$ cat src/rtl/taint_mon_pkg.sv
// Shared types for the taint_sum monitor: FSM state encoding, the record
// layout pushed into the record FIFO, and the total-width derivation.
package taint_mon_pkg;

  // Default configuration, used for the reference record layout.
  localparam int DEF_N_SRC = 8;
  localparam int DEF_SUM_W = 8;
  localparam int DEF_CYC_W = 32;

  typedef enum logic [1:0] {
    ST_IDLE  = 2'd0,
    ST_ARMED = 2'd1,
    ST_TRACK = 2'd2
  } state_t;

  // Width of an unsigned sum of n_src values of sum_w bits, no overflow.
  function automatic int tot_w(input int n_src, input int sum_w);
    return sum_w + $clog2(n_src);
  endfunction

  localparam int DEF_TOT_W = tot_w(DEF_N_SRC, DEF_SUM_W);

  // Record layout, most significant field first: {stamp, total, mask}.
  // The monitor packs FIFO words in this same field order for any parameters.
  typedef struct packed {
    logic [DEF_CYC_W-1:0] cycle;
    logic [DEF_TOT_W-1:0] total;
    logic [DEF_N_SRC-1:0] mask;
  } rec_t;

endpackage

$ cat src/rtl/taint_rec_fifo.sv
// Record FIFO. A push into a full FIFO is still accepted when a pop retires
// an entry on the same edge. Synchronous clear beats push and pop.
module taint_rec_fifo #(
  parameter int WIDTH = 8,
  parameter int DEPTH = 4
) (
  input  logic             pos_clk,
  input  logic             pos_arst,
  input  logic             clear,
  input  logic             push,
  input  logic [WIDTH-1:0] wdata,
  output logic             full,
  input  logic             pop,
  output logic [WIDTH-1:0] rdata,
  output logic             empty
);

  localparam int AW = $clog2(DEPTH);
  localparam int CW = AW + 1;

  logic [WIDTH-1:0] mem [DEPTH];
  logic [AW-1:0]    wr_ptr;
  logic [AW-1:0]    rd_ptr;
  logic [CW-1:0]    count;
  logic             do_push;
  logic             do_pop;

  assign full    = (count == CW'(DEPTH));
  assign empty   = (count == '0);
  assign do_pop  = pop && !empty;
  assign do_push = push && (!full || do_pop);
  assign rdata   = mem[rd_ptr];

  // Pointer and occupancy bookkeeping; pointers wrap naturally (DEPTH is 2^AW).
  always_ff @(posedge pos_clk or posedge pos_arst) begin
    if (pos_arst) begin
      wr_ptr <= '0;
      rd_ptr <= '0;
      count  <= '0;
    end else if (clear) begin
      wr_ptr <= '0;
      rd_ptr <= '0;
      count  <= '0;
    end else begin
      if (do_push) wr_ptr <= wr_ptr + AW'(1);
      if (do_pop)  rd_ptr <= rd_ptr + AW'(1);
      case ({do_push, do_pop})
        2'b10:   count <= count + CW'(1);
        2'b01:   count <= count - CW'(1);
        default: count <= count;
      endcase
    end
  end

  // Storage write; contents need no reset because empty gates every reader.
  always_ff @(posedge pos_clk) begin
    if (do_push && !clear) mem[wr_ptr] <= wdata;
  end

endmodule

$ cat src/rtl/taint_sum_monitor.sv
// Observes N_SRC taint_sum sources, keeps first-taint / peak / count
// statistics and emits a {stamp, total, mask} record on every change of the
// summed taint. All statistics derive from the registered sample stage.
//
// Record handshake: a record is offered while rec_valid=1 and is retired on
// the rising edge where rec_valid & rec_ready; rec_cycle/rec_total/rec_mask
// hold steady while rec_valid=1 and rec_ready=0, and records leave in order.
module taint_sum_monitor
  import taint_mon_pkg::*;
#(
  parameter  int N_SRC      = 8,
  parameter  int SUM_W      = 8,
  parameter  int CYC_W      = 32,
  parameter  int FIFO_DEPTH = 4,
  localparam int TOT_W      = tot_w(N_SRC, SUM_W)
) (
  input  logic                   pos_clk,
  input  logic                   pos_arst,
  input  logic                   enable,
  input  logic                   clear,
  input  logic [N_SRC*SUM_W-1:0] taint_sum_vec,
  output logic                   rec_valid,
  input  logic                   rec_ready,
  output logic [CYC_W-1:0]       rec_cycle,
  output logic [TOT_W-1:0]       rec_total,
  output logic [N_SRC-1:0]       rec_mask,
  output logic                   first_seen,
  output logic [CYC_W-1:0]       first_cycle,
  output logic [TOT_W-1:0]       peak_total,
  output logic [CYC_W-1:0]       tainted_cycles,
  output logic [15:0]            drop_cnt,
  output logic                   overflow,
  output logic [1:0]             dbg_state
);

  localparam int REC_W = CYC_W + TOT_W + N_SRC;

  state_t                 state;
  logic [CYC_W-1:0]       cyc_cnt;
  logic                   s_valid;
  logic [N_SRC*SUM_W-1:0] s_vec;
  logic [CYC_W-1:0]       s_stamp;
  logic [TOT_W-1:0]       total;
  logic [N_SRC-1:0]       mask;
  logic [TOT_W-1:0]       prev_total;
  logic                   taint_hit;
  logic                   push_req;
  logic                   fifo_full;
  logic                   fifo_empty;
  logic [REC_W-1:0]       rd_word;

  assign dbg_state = state;
  assign taint_hit = s_valid && (total != '0);
  assign push_req  = s_valid && (total != prev_total);

  // Cycle stamp counter: advances only while sampling.
  always_ff @(posedge pos_clk or posedge pos_arst) begin
    if (pos_arst)            cyc_cnt <= '0;
    else if (clear)          cyc_cnt <= '0;
    else if (enable)         cyc_cnt <= cyc_cnt + CYC_W'(1);
  end

  // Sample stage: capture the sources with their stamp; clear discards the sample.
  always_ff @(posedge pos_clk or posedge pos_arst) begin
    if (pos_arst) begin
      s_valid <= 1'b0;
      s_vec   <= '0;
      s_stamp <= '0;
    end else begin
      s_valid <= enable && !clear;
      if (enable && !clear) begin
        s_vec   <= taint_sum_vec;
        s_stamp <= cyc_cnt;
      end
    end
  end

  // Full-width sum and per-source nonzero mask of the registered sample.
  always_comb begin
    total = '0;
    mask  = '0;
    for (int i = 0; i < N_SRC; i++) begin
      total   = total + TOT_W'(s_vec[i*SUM_W +: SUM_W]);
      mask[i] = |s_vec[i*SUM_W +: SUM_W];
    end
  end

  // Tracking FSM with the first-taint registers it owns.
  always_ff @(posedge pos_clk or posedge pos_arst) begin
    if (pos_arst) begin
      state       <= ST_IDLE;
      first_seen  <= 1'b0;
      first_cycle <= '0;
    end else if (clear) begin
      state       <= enable ? ST_ARMED : ST_IDLE;
      first_seen  <= 1'b0;
      first_cycle <= '0;
    end else begin
      if (state == ST_ARMED && taint_hit) begin
        first_seen  <= 1'b1;
        first_cycle <= s_stamp;
      end
      if (!enable) begin
        state <= ST_IDLE;
      end else begin
        case (state)
          ST_IDLE:  state <= first_seen ? ST_TRACK : ST_ARMED;
          ST_ARMED: if (taint_hit) state <= ST_TRACK;
          ST_TRACK: state <= ST_TRACK;
          default:  state <= ST_IDLE;
        endcase
      end
    end
  end

  // Sample statistics: tainted-cycle count, peak and last recorded total.
  always_ff @(posedge pos_clk or posedge pos_arst) begin
    if (pos_arst) begin
      tainted_cycles <= '0;
      peak_total     <= '0;
      prev_total     <= '0;
    end else if (clear) begin
      tainted_cycles <= '0;
      peak_total     <= '0;
      prev_total     <= '0;
    end else if (s_valid) begin
      if (taint_hit && tainted_cycles != '1) tainted_cycles <= tainted_cycles + CYC_W'(1);
      if (total > peak_total) peak_total <= total;
      prev_total <= total;
    end
  end

  // Drop accounting: a record is lost only when the FIFO is full and not popping.
  always_ff @(posedge pos_clk or posedge pos_arst) begin
    if (pos_arst) begin
      drop_cnt <= '0;
      overflow <= 1'b0;
    end else if (clear) begin
      drop_cnt <= '0;
      overflow <= 1'b0;
    end else if (push_req && fifo_full && !rec_ready) begin
      if (drop_cnt != 16'hFFFF) drop_cnt <= drop_cnt + 16'd1;
      overflow <= 1'b1;
    end
  end

  taint_rec_fifo #(
    .WIDTH (REC_W),
    .DEPTH (FIFO_DEPTH)
  ) u_fifo (
    .pos_clk  (pos_clk),
    .pos_arst (pos_arst),
    .clear    (clear),
    .push     (push_req),
    .wdata    ({s_stamp, total, mask}),
    .full     (fifo_full),
    .pop      (rec_ready),
    .rdata    (rd_word),
    .empty    (fifo_empty)
  );

  assign rec_valid = !fifo_empty;
  assign {rec_cycle, rec_total, rec_mask} = fifo_empty ? '0 : rd_word;

endmodule

$ cat config.mk
export PLATFORM = sky130hd
export DESIGN_NAME = taint_sum_monitor
export DESIGN_NICKNAME = d
export VERILOG_FILES = /design/src/rtl/taint_mon_pkg.sv /design/src/rtl/taint_rec_fifo.sv /design/src/rtl/taint_sum_monitor.sv
export SDC_FILE = /design/constraint.sdc
export NUM_CORES = 1
export LEC_CHECK = 0
export CORE_MARGIN = 4
export CORE_UTILIZATION = 57
export DETAILED_ROUTE_END_ITERATION = 8
export PLACE_DENSITY = 0.9
export SLEW_MARGIN = 20
export SYNTH_ARGS = -nofsm -noshare
export SYNTH_HDL_FRONTEND = slang
export SYNTH_SLANG_ARGS = --single-unit
$ cat constraint.sdc
create_clock -name pos_clk -period 13.3 [get_ports pos_clk]
set_input_delay 3.99 -clock pos_clk [delete_from_list [all_inputs] [get_ports pos_clk]]
set_output_delay 3.99 -clock pos_clk [all_outputs]
set_load 0.02 [all_outputs]
==> results_dict.tcl <==
set metrics [dict create \
    synthFlopType "dfrtp_1" \
    synthToLayoutAreaGrowth_pct 19.6 \
    grtUsageTotal_pct 25.1 \
    yosys-top-cells-count "242 x dfrtp_1, 204 x edfxtp_1, 143 x nand2_1, 121 x inv_1, 107 x nor2_1" \
    die_w_um 197 \
    synthCells 1557 \
    core_area_mm2 0.0355 \
    synth-edff-count 204 \
    cts.path.max_buffers 3 \
    gp_congestion 0.880 \
    cts_max_level 2 \
    rrSetupSlack_ns 6.69 \
    dr.first_iter.drc_count 1103 \
    grt_overflow 0 \
    min_delay_path_depth 2 \
    syn-cell-area_mm2 0.0204 \
    drc 0 \
    post-route-period-util_pct 52.4 \
    p_per_area_mw_per_mm2 253 \
    hold_end "first_cycle[12]" \
    startpoint "u_fifo.rd_ptr[0]" \
    hp-start "first_cycle[12]" \
    hold_violations 0 \
    postCtsSetupBuffers 0 \
    postCtsResizedCells 0 \
    async_flop_share_pct 54.3 \
    ys_seq_elements 446 \
    synth_cell_type_count 61 \
    worst_slack_ns 6.34 \
    grt_first_pass_wirelength_mm 76.9 \
    row_count 69 \
    critical_path.max_fanout 33 \
    cp.arrival_ns 2.97 \
    yosysSeqAreaShare_pct 59.7 \
    wire_per_inst_um 21.4 \
    setup_tns_ns 0 \
    crit_buf_inv 2 \
    finalSetupViolCount 0 \
    slew_violations 0 \
    outcome "complete, no violations" \
    cp.required_ns 9.31 \
    dp_hpwl_mm 30.2 \
    start_util_pct 57.5 \
    path_cells "buf_16 -> mux4_2 -> and2_1 -> clkdlybuf4s50_1" \
    r2r-start "s_vec[26]" \
    hp-class "reg -> reg" \
    crit_family "buffers and inverters" \
    worst_slew_pin_slew_ns 1.01 \
    critPathSlowestCell "dfrtp_4" \
    cts_tree "yes" \
    syn_area_per_cell_um2 13.1 \
    drive_gt1_share_pct 12.4 \
    io_pins 216 \
    antenna_found_initial 0 \
    synth_top_area_share_pct 30.0 \
    power.leakage_nw 9.63 \
    slew_headroom_pct 32.6 \
    finalWirelength_mm 48.4 \
    syn_nets 1706 \
    worst_setup_path_start_kind "flip-flop" \
    port_buffers 215 \
    clk_latency_ns 0.57 \
    viasPerCell 5.89 \
    yosysWarnings 0 \
    drt_pass1_iterations 6 \
    drv_cap 0 \
    critPathMaxStageDelay_ns 0.72 \
    ctsHoldBuffers 0 \
    worstSetupEndpointType "primary output" \
    period_needed_ns 6.96 \
    rsz0062_at_grt "false" \
    antenna_left 0 \
    synth_area_leaders "edfxtp_1 30%, dfrtp_1 30%, mux4_2 5.6%, fa_1 4.7%, mux2_2 3.9%" \
    cts_buffers 44 \
    diodes 0 \
    final_nets 1908 \
    chipHeight_um 197 \
    num_vias 13300 \
    cts_root_buf "clkbuf_16" \
    netlist.top_cell.by_area "edfxtp_1" \
    crit_type "reg -> out" \
    grt_max_degree 109 \
    fmax_mhz 144 \
    place_ws_ns 6.35 \
    yosysMostFrequentCell "dfrtp_1" \
    worst_r2r_endpoint "u_fifo.count[2]" \
    clkSinkCount 446 \
    fin_skew_ns 0.0134 \
    r2r_cells 19 \
    crit_cells 4 \
    clk_pin_slew_ns 0.06 \
    grt_pass1_vias 14000 \
    die-area_mm2 0.0389 \
    ir_drop_v 0.000460 \
]
## final cells by class
class	count	area [µm²]
clock inverter	21	204
inverter	121	462
clock buffer	61	1210
tap	461	577
sequential	446	12200
multi-input combinational	916	7480
fill	2305	11100
timing repair buffer	230	2300
## flip-flops by register name (all words and copies together) (netlist names), 3 cells and up
signal / flops
tainted_cycles: 32
s_vec: 64
cyc_cnt: 32
s_stamp: 32
u_fifo.count: 3
first_cycle: 32
u_fifo.mem: 204
drop_cnt: 16
prev_total: 11
peak_total: 11
## kinds of logic (layout without fill, tap and decap cells)
| group | count (synthesis) | after routing | synth area share [%] |
|---|---|---|---|
| fa+ha+maj | 80 | 80 | 6.67 |
| xor+xnor | 76 | 76 | 3.47 |
| compound gates | 145 | 145 | 4.36 |
| simple gates | 467 | 467 | 11.2 |
| buf+inv | 195 | 433 | 3.83 |
| flops | 446 | 446 | 59.7 |
| mux | 148 | 148 | 10.8 |
## per-layer routing
metal | up-vias | track usage (%) | part of all wire, %
li1 | 5852 | - | -
met1 | 6721 | 33.2 | 38
met2 | 584 | 41.7 | 50
met3 | 125 | 5.27 | 7.6
met4 | 0 | 9.50 | 3.8
met5 | - | 0 | 0
## worst reg2reg max path: stages (launching register included)
cell and delay (ns):
dfrtp_1 0.38, inv_1 0.09, fa_1 0.55, inv_1 0.06, fa_1 0.48, fa_1 0.53
fa_1 0.49, ha_1 0.26, fa_1 0.76, xor2_1 0.12, nor4_1 0.40, o2111ai_1 0.21
a311o_1 0.34, o41ai_4 0.31, buf_4 0.27, nand2_1 0.10, fa_1 0.44, or3_1 0.36
a32oi_1 0.20, a31oi_1 0.10
## cells in the final DEF, fill, tap and decap left out, drive strengths merged, types with 50 or more instances in the layout
cell type      instances
clkbuf                61
mux4                  51
nor2                 107
inv                  123
mux2                  71
o21ai                 50
clkdlybuf4s50        214
edfxtp               204
a21oi                 60
dfrtp                242
nand2                144
and2                  64
## metrics by stage
| stage | hold slack, ns | cell area [µm²] | utilization [%] | total power [W] | cells |
|---|---|---|---|---|---|
| 6_report | 0.526 | 24400 | 68.8 | 0.00617 | 2256 |
| 5_1_grt | 0.543 | 24400 | 68.8 | 0.00662 | 2256 |
| 4_1_cts | 0.527 | 24400 | 68.8 | 0.00618 | 2255 |
| 3_5_place_dp | 0.496 | 23000 | 64.8 | 0.00492 | 2173 |
| 3_3_place_gp | 0.486 | 23000 | 64.7 | 0.00479 | 2172 |
| 2_1_floorplan | 0.488 | 20400 | - | 0.00417 | 1557 |
## power breakdown
| part | total [W] | switching, W | internal (W) |
|---|---|---|---|
| registers | 0.00185 | 0.0000571 | 0.00179 |
| logic | 0.00310 | 0.00191 | 0.00119 |
| clock network | 0.00122 | 0.000520 | 0.000700 |
| total | 0.00617 | 0.00249 | 0.00368 |
## how the worst max path moves through the flow
stage / slack, ns / to
after CTS: 6.05 / rec_cycle[22]
after global placement: 6.44 / s_stamp[15]
after floorplan: 2.67 / cyc_cnt[0]
after global routing: 6.19 / rec_cycle[22]
after detailed placement: 6.35 / first_cycle[16]
final: 6.34 / rec_cycle[22]
Note: power is estimated with default switching activity, not from simulation.
